--- src/rtl/fifo_wr_arbiter_if.sv ---
// Handshake bundle between the producers, the write-port arbiter and the FIFO write port.
interface fifo_wr_arbiter_if #(
    parameter int unsigned WIDTH = 8,
    parameter int unsigned NREQ  = 4
);
    localparam int unsigned IDXW = (NREQ > 1) ? $clog2(NREQ) : 1;

    logic [NREQ-1:0]       req;
    logic [NREQ*WIDTH-1:0] wdata_in;
    logic                  fifo_full;
    logic [NREQ-1:0]       gnt;
    logic                  fifo_wr_en;
    logic [WIDTH-1:0]      fifo_wdata;
    logic                  stall;
    logic [IDXW-1:0]       owner;

    // master: producers plus FIFO status; slave: the arbiter itself
    modport master (
        output req, wdata_in, fifo_full,
        input  gnt, fifo_wr_en, fifo_wdata, stall, owner
    );

    modport slave (
        input  req, wdata_in, fifo_full,
        output gnt, fifo_wr_en, fifo_wdata, stall, owner
    );
endinterface

--- src/rtl/fifo_wr_arbiter.sv ---
// Round-robin arbiter sharing one FIFO write port between NREQ producers, with bursts of up to
// BURST words per grant and no write ever issued while the FIFO reports full.
module fifo_wr_arbiter #(
    parameter int unsigned WIDTH = 8,
    parameter int unsigned NREQ  = 4,
    parameter int unsigned BURST = 4
) (
    input logic              clk,
    input logic              res,
    fifo_wr_arbiter_if.slave bus
);
    localparam int unsigned IDXW = (NREQ > 1) ? $clog2(NREQ) : 1;
    localparam int unsigned CNTW = $clog2(BURST) + 1;

    typedef enum logic [0:0] {StIdle, StGrant} state_e;

    state_e          r_state;
    logic [NREQ-1:0] r_gnt;
    logic [IDXW-1:0] r_rr_ptr;
    logic [IDXW-1:0] r_owner;
    logic [CNTW-1:0] r_cnt;

    logic            w_grant;
    logic            w_req_own;
    logic            w_wr;
    logic [CNTW-1:0] w_cnt_inc;
    logic [IDXW-1:0] w_next_ptr;
    logic            w_found;
    logic [IDXW-1:0] w_sel;
    logic [IDXW:0]   w_idx;

    assign w_grant    = (r_state == StGrant);
    assign w_req_own  = bus.req[r_owner];
    assign w_wr       = w_grant & w_req_own & ~bus.fifo_full & ~res;
    assign w_cnt_inc  = r_cnt + CNTW'(1);
    assign w_next_ptr = (r_owner == IDXW'(NREQ - 1)) ? '0 : r_owner + IDXW'(1);

    // First requester at or after rr_ptr, wrapping modulo NREQ
    always_comb begin
        w_found = 1'b0;
        w_sel   = '0;
        w_idx   = '0;
        for (int unsigned i = 0; i < NREQ; i++) begin
            w_idx = {1'b0, r_rr_ptr} + (IDXW + 1)'(i);
            if (w_idx >= (IDXW + 1)'(NREQ)) begin
                w_idx = w_idx - (IDXW + 1)'(NREQ);
            end
            if (!w_found && bus.req[w_idx[IDXW-1:0]]) begin
                w_found = 1'b1;
                w_sel   = w_idx[IDXW-1:0];
            end
        end
    end

    always_ff @(posedge clk) begin
        if (res) begin
            r_state  <= StIdle;
            r_gnt    <= '0;
            r_rr_ptr <= '0;
            r_owner  <= '0;
            r_cnt    <= '0;
        end else begin
            case (r_state)
                StIdle: begin
                    if (w_found) begin
                        r_owner <= w_sel;
                        r_gnt   <= {{(NREQ - 1){1'b0}}, 1'b1} << w_sel;
                        r_cnt   <= '0;
                        r_state <= StGrant;
                    end else begin
                        r_gnt <= '0;
                    end
                end
                StGrant: begin
                    if (w_wr) begin
                        r_cnt <= w_cnt_inc;
                        if (w_cnt_inc == CNTW'(BURST)) begin
                            r_gnt    <= '0;
                            r_state  <= StIdle;
                            r_rr_ptr <= w_next_ptr;
                        end
                    end else if (!w_req_own) begin
                        // producer withdrew: release without writing this cycle
                        r_gnt    <= '0;
                        r_state  <= StIdle;
                        r_rr_ptr <= w_next_ptr;
                    end
                end
                default: begin
                    r_state <= StIdle;
                    r_gnt   <= '0;
                end
            endcase
        end
    end

    assign bus.gnt        = r_gnt;
    assign bus.owner      = r_owner;
    assign bus.fifo_wr_en = w_wr;
    assign bus.fifo_wdata = (w_grant && !res) ? bus.wdata_in[r_owner*WIDTH +: WIDTH] : '0;
    assign bus.stall      = w_grant & w_req_own & bus.fifo_full & ~res;

endmodule

--- src/flat_wrapper.sv ---
// flat-port wrapper written by rule: the top's interface ports become plain ports
module fifo_wr_arbiter_flat 
#(
    parameter int unsigned WIDTH = 8,
    parameter int unsigned NREQ  = 4,
    parameter int unsigned BURST = 4
)
  (clk, res, bus_req, bus_wdata_in, bus_fifo_full, bus_gnt, bus_fifo_wr_en, bus_fifo_wdata, bus_stall, bus_owner);
  fifo_wr_arbiter_if #(.WIDTH(WIDTH), .NREQ(NREQ)) bus_i ();
  input logic clk;
  input logic res;
  input wire logic [$bits(bus_i.req)-1:0] bus_req;
  input wire logic [$bits(bus_i.wdata_in)-1:0] bus_wdata_in;
  input wire logic [$bits(bus_i.fifo_full)-1:0] bus_fifo_full;
  output wire logic [$bits(bus_i.gnt)-1:0] bus_gnt;
  output wire logic [$bits(bus_i.fifo_wr_en)-1:0] bus_fifo_wr_en;
  output wire logic [$bits(bus_i.fifo_wdata)-1:0] bus_fifo_wdata;
  output wire logic [$bits(bus_i.stall)-1:0] bus_stall;
  output wire logic [$bits(bus_i.owner)-1:0] bus_owner;
  assign bus_i.req = bus_req;
  assign bus_i.wdata_in = bus_wdata_in;
  assign bus_i.fifo_full = bus_fifo_full;
  assign bus_gnt = bus_i.gnt;
  assign bus_fifo_wr_en = bus_i.fifo_wr_en;
  assign bus_fifo_wdata = bus_i.fifo_wdata;
  assign bus_stall = bus_i.stall;
  assign bus_owner = bus_i.owner;
  fifo_wr_arbiter #(.WIDTH(WIDTH), .NREQ(NREQ), .BURST(BURST)) u_core (.clk(clk), .res(res), .bus(bus_i));
endmodule
--- config.mk ---
export PLATFORM = sky130hd
export DESIGN_NAME = fifo_wr_arbiter_flat
export DESIGN_NICKNAME = d
export VERILOG_FILES = /design/src/rtl/fifo_wr_arbiter_if.sv /design/src/rtl/fifo_wr_arbiter.sv /design/src/flat_wrapper.sv
export SDC_FILE = /design/constraint.sdc
export NUM_CORES = 1
export LEC_CHECK = 0
export CAP_MARGIN = 0
export CORE_AREA = 2 2 55 57
export CTS_BUF_LIST = sky130_fd_sc_hd__clkbuf_2
export CTS_CLUSTER_SIZE = 12
export DETAILED_ROUTE_END_ITERATION = 8
export DIE_AREA = 0 0 57 59
export PLACE_DENSITY = 0.75
export SLEW_MARGIN = 0
export SYNTH_ARGS = -nofsm -noshare
export SYNTH_HDL_FRONTEND = slang
export SYNTH_SLANG_ARGS = --single-unit
--- constraint.sdc ---
create_clock -name clk -period 1.81 [get_ports clk]
set_clock_uncertainty 0.15 [all_clocks]
set_input_delay 0.181 -clock clk [delete_from_list [all_inputs] [get_ports clk]]
set_output_delay 0.181 -clock clk [all_outputs]
set_load 0.02 [all_outputs]
==> out/results.tsv, run 1 <==
stage	metric	value	unit
timing	Slew headroom	0.782	
routing	Top Metal Used	met4	
routing	routed vias	1056	
routing	Avg Vias per Cell	5.39	
cts	CTS tree	yes	
finish	Area Growth Syn to Fin	78.8	%
grt	total gr overflow	0	
power_and_ir_drop	pwr dens	479	nW/um^2
yosys	EDFF count, synth	0	
placement	post-DP HPWL	2.49	mm
power_and_ir_drop	Combinational Power Share	0.443	
worst_setup_path	CP Class	flip-flop to primary output	
yosys	largest cells by area after synthesis	dfxtp_1 26%, mux4_2 22%, and2_1 6.7%	
finish	Util after Layout	0.614	
grt	vias in the first global route	1045	
yosys	synth cell count leaders	12 x dfxtp_1, 10 x and2_1, 9 x mux4_2	
placement	IO Port Bufs	54	
cts	Root Driver	clkbuf_2	
worst_setup_path	delay-heaviest family, CP	multiplexers	
cts	Clock Sinks	12	
grt	largest net degree at the start of global routing	12	
routing	total DRC errors in the routed layout	0	
yosys	ys flop type	dfxtp_1	
placement	routability congestion estimate	0.868	
timing	worst hold margin	0.347	ns
cts	TritonCTS Buffers	3	
routing	met1 wire length	1.29	mm
worst_hold_path	min-delay worst type	flip-flop to flip-flop	
die	Die Span Y	59	um
die	Die Area	3360	sq um
yosys	post-synthesis instance total	94	
worst_setup_path	crit start category	flip-flop	
routing	ANT nets after route	0	
worst_setup_path	nature of the critical path endpoint	primary output	
power_and_ir_drop	Sw Ratio	0.318	
yosys	net count after synthesis	136	
power_and_ir_drop	worst vdd ir	0.000418	V
yosys	Cell Area, Synth	931	sq um
worst_setup_path	CP max stage delay	0.56	ns
timing	final worst path period share	1.10	
grt	gr usage total	0.185	
timing	endpoints failing setup	13	
power_and_ir_drop	Leakage	0.000699	uW
die	die width	57	um
finish	FILL cells	252	
grt	first-pass GRT wire length	4.81	mm
timing	final setup TNS	-1.80	ns
run_status	failing checks	setup timing	
yosys	syn_area_per_cell	9.90	sq um
timing	worst setup margin	-0.175	ns
cts	CTS clk-pin slew, worst paths	0.13	ns
power_and_ir_drop	sequential fraction of design power	0.367	
yosys	Synth area leader	dfxtp_1	
power_and_ir_drop	power after layout	797	uW
placement	dpl cells	190	
grt	initial antenna violation count	0	
yosys	Synth cell types	36	
yosys	asr flop ratio synth	0	
routing	met3 wire length	288	um
power_and_ir_drop	P_int	544	uW
worst_setup_path	WP data arrival	1.65	ns
yosys	#FFs+latches synth	12	
timing	RSZ-0062 raised after global routing	yes	
timing	Worst Tran Pin Value	0.324	ns
routing	routed len/inst	15.5	um
die	Core Area	2710	sq um
timing	post-route minimum period	1.99	ns
worst_setup_path	crit-path max FO	5	
yosys	Yosys top cell area share	0.258	
finish	Net count, final	208	
cts	H-Tree Depth	1	
routing	Detailed Routing Iterations Pass 1	4	
routing	Initial DRC Count	31	
cts	worst-case clock buffer depth	2	
worst_setup_path	data required time at the worst endpoint	1.48	ns
worst_setup_path	critical path's slowest cell	mux4_2	
yosys	post-synthesis sequential area ratio	0.258	
worst_setup_path	crit path buf inv count	1	
cts	Hold Buf Count CTS	0	
die	Initial Util	0.343	
routing	WL final	3.03	mm
finish	Finished Layout Cells	196	
timing	Slew Limit Fails	0	
power_and_ir_drop	switching power	253	uW
routing	WL met2	1.41	mm
flow_run	max-cap violations	0	
cts	Clk Latency, worst-skew pair	0.29	ns
power_and_ir_drop	clock network power share	0.190	
timing	final hold viol count	0	
worst_setup_path	Critical Path, Cell by Cell	mux4_2 -> and3b_2 -> buf_2	
yosys	synth warn	0	
yosys	most numerous cell in the Yosys netlist	dfxtp_1	
timing	fmax	504	MHz
die	site row count	19	
die	Ports	55	
finish	layout cell share with drive strength beyond 1	0.333	
finish	antenna cells	0	
run_status	status	finished with violations	
cell families after synthesis:
family,after synthesis,share of synthesized area
buffers and inverters,8,0.0430
xor gates and xnor gates,1,0.00941
and+or+nand+nor,40,0.259
muxes,9,0.218
adders and majority gates,3,0.0403
DFF,12,0.258
AOI/OAI and AO/OA,21,0.172
stage by stage:
stage          worst slack (ns)  area, sq um
5_1_grt                  -0.212         1660
3_3_place_gp             -0.476         1640
4_1_cts                  -0.182         1640
2_1_floorplan           -0.0796          938
6_report                 -0.175         1660
3_5_place_dp             -0.487         1640
power by group through the flow:
stage / clock, uW / sequential, uW / combinational, uW
4_1_cts: 153 / 293 / 352
3_5_place_dp: 0 / 299 / 354
5_1_grt: 158 / 295 / 377
6_report: 151 / 293 / 353
2_1_floorplan: 0 / 307 / 153
3_3_place_gp: 0 / 298 / 343
final timing paths:
kind | from | endpoint | slack, ns | cells past startpoint
max | u_core.bus.owner[0]$_SDFFE_PP0P_ | bus_fifo_wr_en | -0.18 | 3
min | u_core.bus.gnt[2]$_SDFFE_PP0P_ | u_core.bus.gnt[2]$_SDFFE_PP0P_ | 0.35 | 1
max reg2reg | u_core.bus.owner[0]$_SDFFE_PP0P_ | u_core.r_cnt[2]$_SDFFE_PP0P_ | -0.17 | 5
min reg2reg | u_core.bus.gnt[2]$_SDFFE_PP0P_ | u_core.bus.gnt[2]$_SDFFE_PP0P_ | 0.35 | 1
sequential cells by signal (all words and copies together), names as in the netlist:
signal	flops
u_core.r_rr_ptr	2
u_core.bus.gnt	4
u_core.r_cnt	3
u_core.bus.owner	2
u_core.r_state	1
layout make-up:
class / count / area, sq um / area share
Sequential cell: 12 / 245 / 0.147
Timing Repair Buffer: 73 / 672 / 0.404
Clock inverter: 1 / 3.75 / 0.00226
Inverter: 2 / 7.51 / 0.00451
Tap cell: 31 / 38.8 / 0.0233
Clock buffer: 3 / 15.0 / 0.00902
Multi-Input combinational cell: 74 / 682 / 0.410
placed cells by master (no fill, tap or decap), types with 2 or more instances in the layout:
master | Yosys | layout
and2_1 | 10 | 9
buf_2 | 2 | 8
buf_4 | 0 | 17
nor2_1 | 4 | 4
nor2b_1 | 4 | 4
mux4_2 | 9 | 9
o21ai_0 | 3 | 3
inv_1 | 2 | 2
dfxtp_1 | 12 | 10
nor3_1 | 2 | 2
nand2b_1 | 3 | 3
clkbuf_2 | 0 | 3
a21oi_1 | 5 | 4
nand3_1 | 2 | 2
buf_6 | 1 | 3
buf_12 | 0 | 2
a32o_1 | 4 | 4
nand2_1 | 4 | 4
clkdlybuf4s50_1 | 0 | 43
ha_1 | 3 | 3
metal layers:
metal | vias up | global-route usage
met1 | 494 | 0.213
met4 | 0 | 0.0698
met5 | - | 0
li1 | 502 | -
met3 | 5 | 0.0459
met2 | 55 | 0.332
worst register-to-register path: stages (launching register included):
cell	delay [ns]
dfxtp_4	0.40
mux4_2	0.56
and3b_2	0.24
buf_6	0.13
and3b_1	0.15
a221o_1	0.25
what timing repair did:
| item | CTS | global route |
|---|---|---|
| gates resized for setup | 47 | 6 |
| setup buffers | 1 | 1 |
| endpoints found under the setup margin | 13 | 17 |
| pin swaps | 3 | 0 |
No activity file was read; power rests on OpenSTA's default activity.
==> run 2: changes to the inputs <==
- HOLD_SLACK_MARGIN: default -> 0.02
- SKIP_CTS_REPAIR_TIMING: default -> 1
- SLEW_MARGIN: 0 -> default
==> out/results.tsv, run 2 (same netlist as run 1, synthesis figures left out) <==
stage	metric	value	unit	change
run_status	status	finished with violations		
run_status	failing checks	setup timing		
finish	layout cell share with drive strength beyond 1	0.329		-0.00407
routing	Initial DRC Count	27		-13%
die	Ports	55		unchanged
power_and_ir_drop	clock network power share	0.190		about the same
worst_setup_path	nature of the critical path endpoint	primary output		
power_and_ir_drop	Leakage	0.000684	uW	-2.1%
worst_setup_path	CP max stage delay	0.56	ns	about the same
die	Die Span Y	59	um	unchanged
timing	final hold viol count	0		unchanged
power_and_ir_drop	worst vdd ir	0.000418	V	about the same
power_and_ir_drop	switching power	253	uW	about the same
routing	WL final	3.06	mm	+0.86%
worst_setup_path	data required time at the worst endpoint	1.48	ns	about the same
grt	largest net degree at the start of global routing	12		unchanged
finish	Area Growth Syn to Fin	76.7	%	
timing	Worst Tran Pin Value	0.325	ns	+0.000427 ns
placement	routability congestion estimate	0.868		unchanged
routing	Detailed Routing Iterations Pass 1	4		unchanged
grt	gr usage total	0.183		-0.00147
worst_setup_path	crit start category	flip-flop		
cts	CTS clk-pin slew, worst paths	0.13	ns	about the same
routing	routed len/inst	15.7	um	+1.4%
finish	Net count, final	207		-0.48%
power_and_ir_drop	Combinational Power Share	0.442		about the same
power_and_ir_drop	pwr dens	483	nW/um^2	+0.97%
timing	RSZ-0062 raised after global routing	yes		
placement	post-DP HPWL	2.49	mm	unchanged
routing	Avg Vias per Cell	5.39		+0.13%
cts	Clk Latency, worst-skew pair	0.29	ns	about the same
cts	H-Tree Depth	1		unchanged
worst_setup_path	critical path's slowest cell	mux4_2		
cts	worst-case clock buffer depth	2		unchanged
placement	IO Port Bufs	54		unchanged
timing	fmax	503	MHz	-0.12%
worst_hold_path	min-delay worst type	flip-flop to flip-flop		
power_and_ir_drop	sequential fraction of design power	0.368		about the same
finish	Util after Layout	0.607		-0.00692
timing	final worst path period share	1.10		+0.00132
grt	vias in the first global route	1034		-1.1%
power_and_ir_drop	Sw Ratio	0.318		+0.000562
finish	most frequent cells in the layout	43 x clkdlybuf4s50_1, 17 x buf_4, 10 x dfxtp_1		
die	die width	57	um	unchanged
cts	CTS tree	yes		
grt	initial antenna violation count	0		unchanged
finish	antenna cells	0		unchanged
worst_setup_path	CP Class	flip-flop to primary output		
timing	Slew headroom	0.782		about the same
timing	worst setup margin	-0.178	ns	-0.00239 ns
finish	most common cell after layout, fill and taps aside	clkdlybuf4s50_1		
routing	total DRC errors in the routed layout	0		unchanged
finish	FILL cells	255		+1.2%
power_and_ir_drop	power after layout	795	uW	-0.17%
die	Initial Util	0.343		unchanged
worst_setup_path	WP data arrival	1.66	ns	about the same
cts	TritonCTS Buffers	3		unchanged
die	site row count	19		unchanged
cts	Clock Sinks	12		unchanged
worst_setup_path	crit-path max FO	5		unchanged
routing	routed vias	1052		-0.38%
grt	first-pass GRT wire length	4.77	mm	-0.73%
worst_setup_path	Critical Path, Cell by Cell	mux4_2 -> and3b_2 -> buf_2		
grt	total gr overflow	0		unchanged
timing	post-route minimum period	1.99	ns	+0.00239 ns
die	Die Area	3360	sq um	unchanged
timing	Slew Limit Fails	0		unchanged
cts	Root Driver	clkbuf_2		
power_and_ir_drop	P_int	542	uW	-0.26%
routing	ANT nets after route	0		unchanged
finish	max reg flops	4		unchanged
timing	endpoints failing setup	13		unchanged
die	Core Area	2710	sq um	unchanged
flow_run	max-cap violations	0		unchanged
run 2: layer usage:
metal  track usage  wire length [um]
met4        0.0698                39
met2         0.327              1430
met1         0.213              1320
met3        0.0459               271
met5             0                 0
run 2: power groups by stage:
stage | Combinational (uW) | Sequential, uW | Clock, uW
2_1_floorplan | 153 | 307 | 0
3_3_place_gp | 343 | 298 | 0
3_5_place_dp | 354 | 299 | 0
4_1_cts | 356 | 293 | 153
5_1_grt | 375 | 295 | 158
6_report | 351 | 293 | 151
run 2: path summary, 6_finish.rpt:
| check | start | endpoint | slack (ns) | cells past startpoint |
|---|---|---|---|---|
| worst max-delay path | u_core.bus.owner[0]$_SDFFE_PP0P_ | bus_fifo_wr_en | -0.18 | 3 |
| worst min-delay path | u_core.bus.gnt[2]$_SDFFE_PP0P_ | u_core.bus.gnt[2]$_SDFFE_PP0P_ | 0.35 | 1 |
| worst max register to register | u_core.bus.owner[0]$_SDFFE_PP0P_ | u_core.r_cnt[2]$_SDFFE_PP0P_ | -0.17 | 5 |
| worst min register to register | u_core.bus.gnt[2]$_SDFFE_PP0P_ | u_core.bus.gnt[2]$_SDFFE_PP0P_ | 0.35 | 1 |
run 2: through the flow:
step | worst slack (ns) | setup TNS [ns] | instance area (sq um) | hold WS [ns] | std cells
after floorplan | -0.0796 | -0.0796 | 938 | 0.292 | 94
after global placement | -0.476 | -4.93 | 1640 | 0.307 | 190
after detailed placement | -0.487 | -5.23 | 1640 | 0.314 | 190
after CTS | -0.571 | -5.82 | 1650 | 0.352 | 194
after global routing | -0.212 | -2.23 | 1650 | 0.388 | 195
final | -0.178 | -1.78 | 1650 | 0.347 | 195
run 2: area by class of cell:
| cell class | count | area (sq um) | share of cell area |
|---|---|---|---|
| tap | 31 | 38.8 | 0.0236 |
| timing repair buffer | 72 | 661 | 0.402 |
| sequential | 12 | 245 | 0.149 |
| clock inverter | 1 | 3.75 | 0.00228 |
| inverter | 2 | 7.51 | 0.00456 |
| multi-input combinational | 74 | 674 | 0.410 |
| clock buffer | 3 | 15.0 | 0.00913 |
run 2: critical path, delay by kind of cell (launching register included):
family	cells	cell delay (ns)
buf+inv	1	0.16
simple gates	1	0.25
mux	1	0.56
flops	1	0.40
==> run 3: changes to the inputs <==
--- a/config.mk
+++ b/config.mk
@@ -7,11 +7,13 @@
 export LEC_CHECK = 0
 export CAP_MARGIN = 0
-export CORE_AREA = 2 2 55 57
+export CELL_PAD_IN_SITES_DETAIL_PLACEMENT = 1
+export CELL_PAD_IN_SITES_GLOBAL_PLACEMENT = 1
+export CORE_AREA = 2 2 65 67
 export CTS_BUF_LIST = sky130_fd_sc_hd__clkbuf_2
 export CTS_CLUSTER_SIZE = 12
 export DETAILED_ROUTE_END_ITERATION = 8
-export DIE_AREA = 0 0 57 59
+export DIE_AREA = 0 0 67 69
 export HOLD_SLACK_MARGIN = 0.02
-export PLACE_DENSITY = 0.75
+export PLACE_DENSITY = 0.74
 export SKIP_CTS_REPAIR_TIMING = 1
 export SYNTH_ARGS = -nofsm -noshare
==> constraint.sdc (replaced) <==
create_clock -name clk -period 1.65 [get_ports clk]
set_clock_uncertainty 0.15 [all_clocks]
set_input_delay 0.165 -clock clk [delete_from_list [all_inputs] [get_ports clk]]
set_output_delay 0.165 -clock clk [all_outputs]
set_load 0.01 [all_outputs]
==> out/results.tsv, run 3 (same netlist as run 1, synthesis figures left out) <==
stage	metric	value	unit	change
run_status	status	finished with violations		
run_status	failing checks	setup timing		
finish	Area Growth Syn to Fin	90.1	%	
worst_setup_path	critical path's slowest cell	mux4_2		
worst_setup_path	nature of the critical path endpoint	primary output		
worst_setup_path	data required time at the worst endpoint	1.33	ns	-0.15 ns
finish	Net count, final	212		+2.4%
timing	RSZ-0062 raised after global routing	yes		
finish	most frequent cells in the layout	42 x clkdlybuf4s50_1, 18 x buf_4, 10 x dfxtp_1		
cts	Root Driver	clkbuf_2		
placement	Post-Place Worst Slack	-0.522	ns	-0.0357 ns
routing	routed vias	1068		+1.5%
cts	worst-case clock buffer depth	2		unchanged
finish	post-layout instance area	1770	sq um	+7.5%
cts	Clk Latency, worst-skew pair	0.27	ns	-0.02 ns
routing	Initial DRC Count	8		-70%
grt	largest net degree at the start of global routing	12		unchanged
die	Ports	55		unchanged
timing	endpoints failing setup	19		+6
worst_setup_path	r2r endpoint	u_core.r_cnt[2]$_SDFFE_PP0P_		
routing	ANT nets after route	0		unchanged
power_and_ir_drop	pwr dens	505	nW/um^2	+4.4%
placement	dpl cells	212		+12%
cts	TritonCTS Buffers	3		unchanged
finish	max reg flops	4		unchanged
cts	H-Tree Depth	1		unchanged
worst_setup_path	WP data arrival	1.65	ns	about the same
worst_setup_path	CP Class	flip-flop to primary output		
timing	Worst Tran Pin Value	0.370	ns	+0.0448 ns
cts	CTS tree	yes		
timing	final worst path period share	1.19		
worst_setup_path	CP max stage delay	0.55	ns	about the same
worst_setup_path	r2r setup slk	-0.31	ns	-0.14 ns
timing	final setup TNS	-4.71	ns	-2.93 ns
timing	Slew headroom	0.750		-0.0314
routing	Detailed Routing Iterations Pass 1	3		-1
timing	post-route minimum period	1.97	ns	
placement	Post-DP Area	1680	sq um	+2.8%
die	Core Area	3910	sq um	+44%
routing	total DRC errors in the routed layout	0		unchanged
grt	gr usage total	0.134		-0.0493
placement	routability congestion estimate	0.763		-12%
finish	Finished Layout Cells	219		+12%
finish	most common cell after layout, fill and taps aside	clkdlybuf4s50_1		
worst_hold_path	Hold Path Stages	1		unchanged
timing	worst setup margin	-0.317	ns	-0.139 ns
grt	vias in the first global route	1089		+5.3%
power_and_ir_drop	worst vdd ir	0.000367	V	-12%
timing	fmax	508	MHz	
routing	WL final	3.44	mm	+13%
cts	CTS clk-pin slew, worst paths	0.13	ns	about the same
worst_setup_path	R2R depth	4		-1
worst_setup_path	crit start category	flip-flop		
worst_setup_path	crit-path max FO	4		-1
worst_setup_path	CP Capture Point	bus_fifo_wr_en		
grt	first-pass GRT wire length	4.91	mm	+2.7%
routing	routed len/inst	15.7	um	+0.32%
flow_run	max-cap violations	0		unchanged
timing	Slew Limit Fails	0		unchanged
grt	initial antenna violation count	0		unchanged
finish	antenna cells	0		unchanged
power_and_ir_drop	Leakage	0.000762	uW	+11%
grt	total gr overflow	0		unchanged
worst_setup_path	Critical Path, Cell by Cell	mux4_2 -> and3b_2 -> buf_6		
die	Die Span Y	69	um	+17%
die	Die Area	4620	sq um	+37%
finish	layout cell share with drive strength beyond 1	0.361		+0.0317
cts	Clock Sinks	12		unchanged
placement	post-DP HPWL	2.74	mm	+10%
worst_setup_path	launch point of the worst reg-to-reg path	u_core.bus.owner[0]$_SDFFE_PP0P_		
routing	Avg Vias per Cell	4.88		-9.6%
timing	final hold viol count	0		unchanged
die	Initial Util	0.238		-0.106
worst_hold_path	min-delay worst type	flip-flop to flip-flop		
die	site row count	23		+4
power_and_ir_drop	power after layout	893	uW	+12%
placement	IO Port Bufs	54		unchanged
die	die width	67	um	+18%
worst_setup_path	crit path from	u_core.bus.owner[0]$_SDFFE_PP0P_		
==> run 3: cell type report <==
cell class	instances	area, sq um
fillers	449	2140
multi-input cells	74	692
repair buffers	77	743
inverters	2	7.51
flip-flops and latches	12	245
clock buffers	3	15.0
well taps	50	62.6
clock inverters	1	3.75
==> run 3: how the worst min path moves through the flow <==
stage / to / startpoint / slack [ns]
CTS: u_core.bus.gnt[3]$_SDFFE_PP0P_ / u_core.bus.gnt[3]$_SDFFE_PP0P_ / 0.35
floorplan: u_core.bus.owner[1]$_SDFFE_PP0P_ / bus_req[3] / 0.28
global placement: u_core.bus.gnt[0]$_SDFFE_PP0P_ / u_core.bus.gnt[0]$_SDFFE_PP0P_ / 0.31
finish: u_core.bus.gnt[3]$_SDFFE_PP0P_ / u_core.bus.gnt[3]$_SDFFE_PP0P_ / 0.34
global route: u_core.bus.gnt[3]$_SDFFE_PP0P_ / u_core.bus.gnt[3]$_SDFFE_PP0P_ / 0.38
detailed placement: u_core.bus.gnt[3]$_SDFFE_PP0P_ / u_core.bus.gnt[3]$_SDFFE_PP0P_ / 0.31
==> run 3: per-stage QoR <==
step	hold WS, ns	util
global placement	0.309	0.429
global route	0.380	0.452
floorplan	0.276	-
detailed placement	0.313	0.429
CTS	0.346	0.434
finish	0.341	0.452
==> run 3: layer usage <==
layer / vias to the layer above / track usage / wire (um)
met2: 52 / 0.248 / 1700
met4: 0 / 0.0204 / 14
met1: 505 / 0.146 / 1340
met5: - / 0 / 0
li1: 509 / - / -
met3: 2 / 0.0457 / 389
==> run 3: power by group <==
group	internal [uW]	switching [uW]
Sequential	307	16.0
Clock	52.6	102
Combinational	269	145
Total	629	264
==> run 3: worst max-delay path, delay by kind of cell, from the launching register on <==
kind | cells | cell delay [ns]
mux | 1 | 0.55
flops | 1 | 0.42
simple gates | 1 | 0.28
buf+inv | 1 | 0.13
